$ cat src/rtl/sdram_avl_arb_pkg.sv
// Shared types and constants for the two-master SDRAM Avalon-MM arbiter.
// Includes the saturating counter helper used when ARB_STATS_EN is defined.
package sdram_avl_arb_pkg;

    typedef enum logic [0:0] {
        IDLE  = 1'b0,
        GRANT = 1'b1
    } arb_state_e;

    localparam int ID_W        = 1;
    localparam int NUM_MASTERS = 2;
    localparam int STAT_W      = 32;
    localparam logic [STAT_W-1:0] STAT_SAT = 32'hFFFF_FFFF;

    // Clear wins over increment; the counter sticks at STAT_SAT.
    function automatic logic [STAT_W-1:0] stat_next(input logic [STAT_W-1:0] cnt,
                                                    input logic inc,
                                                    input logic clr);
        logic [STAT_W-1:0] nxt;
        if (clr) begin
            nxt = '0;
        end else if (inc && (cnt != STAT_SAT)) begin
            nxt = cnt + 32'd1;
        end else begin
            nxt = cnt;
        end
        return nxt;
    endfunction

endpackage

$ cat src/rtl/sdram_avl_arb_id_fifo.sv
// In-order FIFO of master ids for outstanding reads; full/empty are registered.
module sdram_avl_arb_id_fifo
    import sdram_avl_arb_pkg::*;
#(
    parameter int DEPTH = 8
) (
    input  logic            clk,
    input  logic            rst,
    input  logic            push,
    input  logic [ID_W-1:0] push_id,
    input  logic            pop,
    output logic [ID_W-1:0] pop_id,
    output logic            full,
    output logic            empty
);

    localparam int PTR_W = $clog2(DEPTH);
    localparam int CNT_W = PTR_W + 1;

    logic [ID_W-1:0]  mem_q [DEPTH];
    logic [PTR_W-1:0] wr_ptr_q, wr_ptr_d, rd_ptr_q, rd_ptr_d;
    logic [CNT_W-1:0] count_q, count_d;
    logic             full_q, full_d, empty_q, empty_d;
    logic             push_ok, pop_ok;

    always_comb begin
        push_ok = push & ~full_q;
        pop_ok  = pop & ~empty_q;
        if (push_ok) begin
            wr_ptr_d = wr_ptr_q + PTR_W'(1);
        end else begin
            wr_ptr_d = wr_ptr_q;
        end
        if (pop_ok) begin
            rd_ptr_d = rd_ptr_q + PTR_W'(1);
        end else begin
            rd_ptr_d = rd_ptr_q;
        end
        case ({push_ok, pop_ok})
            2'b10:   count_d = count_q + CNT_W'(1);
            2'b01:   count_d = count_q - CNT_W'(1);
            default: count_d = count_q;
        endcase
        full_d  = (count_d == CNT_W'(DEPTH));
        empty_d = (count_d == CNT_W'(0));
    end

    always_ff @(posedge clk or posedge rst) begin
        if (rst) begin
            wr_ptr_q <= '0;
            rd_ptr_q <= '0;
            count_q  <= '0;
            full_q   <= 1'b0;
            empty_q  <= 1'b1;
        end else begin
            wr_ptr_q <= wr_ptr_d;
            rd_ptr_q <= rd_ptr_d;
            count_q  <= count_d;
            full_q   <= full_d;
            empty_q  <= empty_d;
        end
    end

    always_ff @(posedge clk) begin
        if (push_ok) begin
            mem_q[wr_ptr_q] <= push_id;
        end
    end

    assign pop_id = mem_q[rd_ptr_q];
    assign full   = full_q;
    assign empty  = empty_q;

endmodule

$ cat src/rtl/sdram_avl_arbiter.sv
// Round-robin arbiter sharing one SDRAM controller Avalon-MM port between two masters.
// Optional ARB_STATS_EN adds saturating grant/stall counters per master.
module sdram_avl_arbiter
    import sdram_avl_arb_pkg::*;
#(
    parameter int ADDR_W      = 25,
    parameter int DATA_W      = 16,
    parameter int MAX_PENDING = 8
) (
    input  logic                    clk,
    input  logic                    reset,
`ifdef ARB_STATS_EN
    input  logic                    stat_clear,
    output logic [63:0]             stat_grant,
    output logic [63:0]             stat_stall,
`endif
    input  logic [2*ADDR_W-1:0]     m_address,
    input  logic [1:0]              m_read,
    input  logic [1:0]              m_write,
    input  logic [2*DATA_W-1:0]     m_writedata,
    input  logic [2*(DATA_W/8)-1:0] m_byteenable,
    output logic [1:0]              m_waitrequest,
    output logic [DATA_W-1:0]       m_readdata,
    output logic [1:0]              m_readdatavalid,
    output logic [ADDR_W-1:0]       s_address,
    output logic                    s_read,
    output logic                    s_write,
    output logic [DATA_W-1:0]       s_writedata,
    output logic [DATA_W/8-1:0]     s_byteenable,
    input  logic                    s_waitrequest,
    input  logic [DATA_W-1:0]       s_readdata,
    input  logic                    s_readdatavalid,
    output logic                    err_rdv
);

    localparam int BE_W = DATA_W / 8;

    arb_state_e      state_q, state_d;
    logic            grant_q, grant_d, prio_q, prio_d, err_rdv_q, err_rdv_d;
    logic [1:0]      req;
    logic            winner, rd_block, accept, push, pop;
    logic            fifo_full, fifo_empty;
    logic [ID_W-1:0] pop_id;

    always_comb begin
        req = m_read | m_write;
        if (req == 2'b11) begin
            winner = ~prio_q;
        end else if (req[1]) begin
            winner = 1'b1;
        end else begin
            winner = 1'b0;
        end

        state_d       = state_q;
        grant_d       = grant_q;
        prio_d        = prio_q;
        s_address     = '0;
        s_writedata   = '0;
        s_byteenable  = '0;
        s_read        = 1'b0;
        s_write       = 1'b0;
        m_waitrequest = 2'b11;
        rd_block      = 1'b0;
        accept        = 1'b0;

        case (state_q)
            IDLE: begin
                if (|req) begin
                    grant_d = winner;
                    state_d = GRANT;
                end else begin
                    state_d = IDLE;
                end
            end
            GRANT: begin
                s_address    = grant_q ? m_address[2*ADDR_W-1:ADDR_W] : m_address[ADDR_W-1:0];
                s_writedata  = grant_q ? m_writedata[2*DATA_W-1:DATA_W] : m_writedata[DATA_W-1:0];
                s_byteenable = grant_q ? m_byteenable[2*BE_W-1:BE_W] : m_byteenable[BE_W-1:0];
                rd_block     = m_read[grant_q] & fifo_full;
                s_read       = m_read[grant_q] & ~rd_block;
                s_write      = m_write[grant_q] & ~m_read[grant_q];
                accept       = (s_read | s_write) & ~s_waitrequest;
                m_waitrequest[grant_q] = s_waitrequest | rd_block;
                if (accept) begin
                    prio_d = grant_q;
                    if (req[~grant_q]) begin
                        grant_d = ~grant_q;
                    end else if (req[grant_q]) begin
                        grant_d = grant_q;
                    end else begin
                        state_d = IDLE;
                    end
                end else if (!req[grant_q]) begin
                    state_d = IDLE;
                end else if (rd_block && req[~grant_q]) begin
                    // A read stalled on a full id FIFO must not lock out the other master.
                    grant_d = ~grant_q;
                end else begin
                    state_d = GRANT;
                end
            end
            default: begin
                state_d = IDLE;
            end
        endcase
    end

    always_comb begin
        push      = accept & s_read;
        pop       = s_readdatavalid & ~fifo_empty;
        err_rdv_d = err_rdv_q | (s_readdatavalid & fifo_empty);
        m_readdatavalid = 2'b00;
        if (pop) begin
            m_readdatavalid[pop_id] = 1'b1;
        end else begin
            m_readdatavalid = 2'b00;
        end
    end

    always_ff @(posedge clk or posedge reset) begin
        if (reset) begin
            state_q   <= IDLE;
            grant_q   <= 1'b0;
            prio_q    <= 1'b0;
            err_rdv_q <= 1'b0;
        end else begin
            state_q   <= state_d;
            grant_q   <= grant_d;
            prio_q    <= prio_d;
            err_rdv_q <= err_rdv_d;
        end
    end

    sdram_avl_arb_id_fifo #(
        .DEPTH (MAX_PENDING)
    ) u_id_fifo (
        .clk     (clk),
        .rst     (reset),
        .push    (push),
        .push_id (grant_q),
        .pop     (pop),
        .pop_id  (pop_id),
        .full    (fifo_full),
        .empty   (fifo_empty)
    );

    assign m_readdata = s_readdata;
    assign err_rdv    = err_rdv_q;

`ifdef ARB_STATS_EN
    logic [STAT_W-1:0] grant_cnt_q [NUM_MASTERS];
    logic [STAT_W-1:0] grant_cnt_d [NUM_MASTERS];
    logic [STAT_W-1:0] stall_cnt_q [NUM_MASTERS];
    logic [STAT_W-1:0] stall_cnt_d [NUM_MASTERS];

    always_comb begin
        for (int i = 0; i < NUM_MASTERS; i++) begin
            grant_cnt_d[i] = stat_next(grant_cnt_q[i], accept & (grant_q == 1'(i)), stat_clear);
            stall_cnt_d[i] = stat_next(stall_cnt_q[i], req[i] & m_waitrequest[i], stat_clear);
        end
    end

    always_ff @(posedge clk or posedge reset) begin
        if (reset) begin
            for (int i = 0; i < NUM_MASTERS; i++) begin
                grant_cnt_q[i] <= '0;
                stall_cnt_q[i] <= '0;
            end
        end else begin
            for (int i = 0; i < NUM_MASTERS; i++) begin
                grant_cnt_q[i] <= grant_cnt_d[i];
                stall_cnt_q[i] <= stall_cnt_d[i];
            end
        end
    end

    assign stat_grant = {grant_cnt_q[1], grant_cnt_q[0]};
    assign stat_stall = {stall_cnt_q[1], stall_cnt_q[0]};
`endif

endmodule

$ cat config.mk
export PLATFORM = sky130hd
export DESIGN_NAME = sdram_avl_arbiter
export DESIGN_NICKNAME = d
export VERILOG_FILES = /design/src/rtl/sdram_avl_arb_pkg.sv /design/src/rtl/sdram_avl_arb_id_fifo.sv /design/src/rtl/sdram_avl_arbiter.sv
export SDC_FILE = /design/constraint.sdc
export NUM_CORES = 1
export LEC_CHECK = 0
export ABC_AREA = 1
export CAP_MARGIN = 10
export CORE_ASPECT_RATIO = 1.2
export CORE_MARGIN = 4
export CORE_UTILIZATION = 31
export DETAILED_ROUTE_END_ITERATION = 8
export PLACE_DENSITY = 0.82
export SLEW_MARGIN = 5
export SYNTH_ARGS = -nofsm -noshare
export SYNTH_HDL_FRONTEND = slang
export SYNTH_SLANG_ARGS = --single-unit
$ cat constraint.sdc
create_clock -name clk -period 2.3 [get_ports clk]
set_input_delay 0.23 -clock clk [delete_from_list [all_inputs] [get_ports clk]]
set_output_delay 0.23 -clock clk [all_outputs]
set_load 0.03 [all_outputs]
==> summary.txt <==
Synthesized Nets: 350
worst-margin pin slew: 0.6188 ns
sequential share of power: 16.2%
Period minus WS final: 2.082 ns
area leader, netlist: a22o_1
Sum Neg Setup Slack: 0 ns
CTS H-tree depth: 1
final-stage net count: 485
Final Hold Vio Count: 0
Net Sw Frac: 49.35%
routability-driven placement congestion ratio: 0.8894
share of cells above drive strength 1: 21.14%
post-DP HPWL: 5.928 mm
Critical Setup Path Class: flop to flop
CP endpoint kind: flop
max_cap viols: 0
clk sinks: 24
Psw: 0.002362 W
syn_area_per_cell: 8.210 um2
antenna violations before repair: 0
r2r startpoint: grant_q
number of buffers created by CTS: 3
Reg-to-Reg End: u_id_fifo.full
starting density of the core: 31.89%
TritonCTS clock tree: built
CTS root buf: clkbuf_8
commonest cells in the netlist: nand2_1 (49), a22o_1 (43), buf_4 (20), nor2_1 (19), inv_1 (18)
Netlist Area Pre-Place: 0.001929 mm2
Longest Clk Path Bufs: 2
Rel. slew slack: 58.70%
drt wl/cell: 15.71 um
drt first-iter violations: 51
largest net degree at the start of global routing: 26
Layout Utilization: 57.55%
unrepaired setup endpoints after global routing: false
clk slew on worst S/H paths: 0.09 ns
WL final: 7.087 mm
area delta synth->final: 80.48%
worst-skew pair later-pin latency: 0.27 ns
total grt overflow: 0
Rows: 31
HP Class: input port to async pin
Power Density: 1374 mW/mm2
synthesis-stage register bit count: 24
DIE HEIGHT: 94.42 um
Clk pwr share: 7.8%
Comb pwr share: 76.0%
DIE AREA: 0.007555 mm2
final antenna-violating net count: 0
Worst Skew: 0.003731 ns
Crit Path Max Fanout: 8
DR vias: 2166
f_max: 480.4 MHz
Core Region: 0.006051 mm2
most common cell in the netlist: nand2_1
Ys Warns: 0
vias in the first global route: 2121
status: finished, final reports clean
Worst R2R Path Depth: 14
ant diodes: 0
internal power: 0.002424 W
vias per inst: 4.803
Post-synth top flop: dfrtp_1
Post-synth ARST share: 66.67%
endpoints failing setup: 0
number of buffers added on ports: 143
FF-to-FF setup slack: 0.22 ns
Slew Viols, Final: 0
Post-Synthesis Cells: 235
arrival time worst endpoint: 2.25 ns
Critical Path RT: 2.47 ns
static leakage: 1.612 nW
Ports: 176
die outline width: 80.02 um
DRC: 0
total track usage: 17.31%
First-pass DRT Iterations: 5
number of flops mapped to enable cells by yosys: 8
# hold bufs at CTS: 0
VDD IR max: 0.7194 mV
first-pass GRT wire length: 10.27 mm
post-route clock period utilization: 90.50%
register area share after synthesis: 33.27%
top cells by area, synth: a22o_1 (20%), dfrtp_1 (19%), edfxtp_1 (12%), nand2_1 (9.5%), buf_4 (7.8%)
Synth cell types: 31
area share of the largest cell type after synthesis: 19.52%
Critical Path Start Type: flop
## cell usage in the layout (no fill, tap or decap), types with 5 or more instances in the layout
| cell type | n |
|---|---|
| a22o_1 | 43 |
| nand3_1 | 9 |
| inv_1 | 18 |
| o21ai_0 | 11 |
| edfxtp_1 | 8 |
| nor2_1 | 19 |
| nand4_1 | 6 |
| dfrtp_1 | 14 |
| buf_12 | 11 |
| nand2_1 | 49 |
| ha_1 | 5 |
| buf_4 | 47 |
| clkdlybuf4s50_1 | 96 |
## how the worst max path moves through the flow
stage | from | slack, ns | endpoint
2_1_floorplan | grant_q | 0.05 | u_id_fifo.full
3_3_place_gp | m_read[1] | 0.02 | u_id_fifo.empty
3_5_place_dp | m_read[0] | -0.11 | u_id_fifo.full
4_1_cts | grant_q | 0.08 | m_waitrequest[0]
5_1_grt | grant_q | 0.02 | u_id_fifo.full
6_report | grant_q | 0.22 | u_id_fifo.full
## routing by layer
metal,global-route usage (%),share of wire [%],vias to the layer above
li1,-,-,1073
met1,18.80,36,985
met2,28.38,47,93
met3,10.59,14,15
met4,4.507,2.1,0
met5,0,0,-
## what timing repair did
item / 4_1_cts / 5_1_grt
endpoints found under the setup margin: 1 / 3
buffers inserted: 0 / 1
pin swaps: 0 / 1
resized for setup: 1 / 2
## power groups by stage
| stage | clock [W] | sequential [W] | combinational [W] |
|---|---|---|---|
| after detailed placement | 0 | 0.000780 | 0.00364 |
| after global placement | 0 | 0.000772 | 0.00358 |
| final | 0.000372 | 0.000774 | 0.00364 |
| after CTS | 0.000378 | 0.000773 | 0.00366 |
| after floorplan | 0 | 0.000734 | 0.00227 |
| after global routing | 0.000392 | 0.000804 | 0.00392 |
## cell type report
| cell class | count | area, um2 |
|---|---|---|
| clock buffer | 3 | 41.29 |
| clock inverter | 1 | 30.03 |
| fill | 536 | 2569 |
| inverter | 22 | 87.58 |
| multi-input combinational | 164 | 1031 |
| sequential | 24 | 643.1 |
| tap | 82 | 102.6 |
| timing repair buffer | 155 | 1546 |
## kinds of logic after synthesis
logic type / share of synthesized area (%)
AO/OA/AOI/OAI: 23.93
buffers and inverters: 13.68
flip-flops: 33.27
AND/OR/NAND/NOR: 23.15
XOR/XNOR: 2.724
adder cells (fa/ha/maj): 3.243
## worst max-delay path: stages (launching register included)
cell	delay, ns
dfrtp_2	0.50
inv_6	0.10
nand2_4	0.06
nand3_2	0.07
nand2_1	0.06
inv_2	0.07
nand2_4	0.04
ha_1	0.21
xor2_2	0.17
ha_1	0.19
a21oi_1	0.14
xnor2_1	0.13
nand2_1	0.08
nand3_1	0.10
nor2_1	0.05
## state kept, by name, summed over array words and instances (netlist names)
signal / flops
u_id_fifo.full: 1
grant_q: 1
u_id_fifo.rd_ptr_q: 3
u_id_fifo.count_q: 4
u_id_fifo.empty: 1
u_id_fifo.wr_ptr_q: 3
state_q: 1
err_rdv: 1
prio_q: 1
u_id_fifo.mem_q: 8
## stage by stage
stage	total power [W]	hold slack (ns)	instances	worst slack, ns	instance area [um2]
after floorplan	0.003007	0.1430	235	0.04970	1929
after global placement	0.004353	0.4400	446	0.01827	3392
after detailed placement	0.004416	0.4481	446	-0.1137	3392
after CTS	0.004808	0.3755	450	0.08465	3465
after global routing	0.005112	0.4071	451	0.02127	3482
final	0.004786	0.3380	451	0.2184	3482
(Power assumes the default switching activity.)
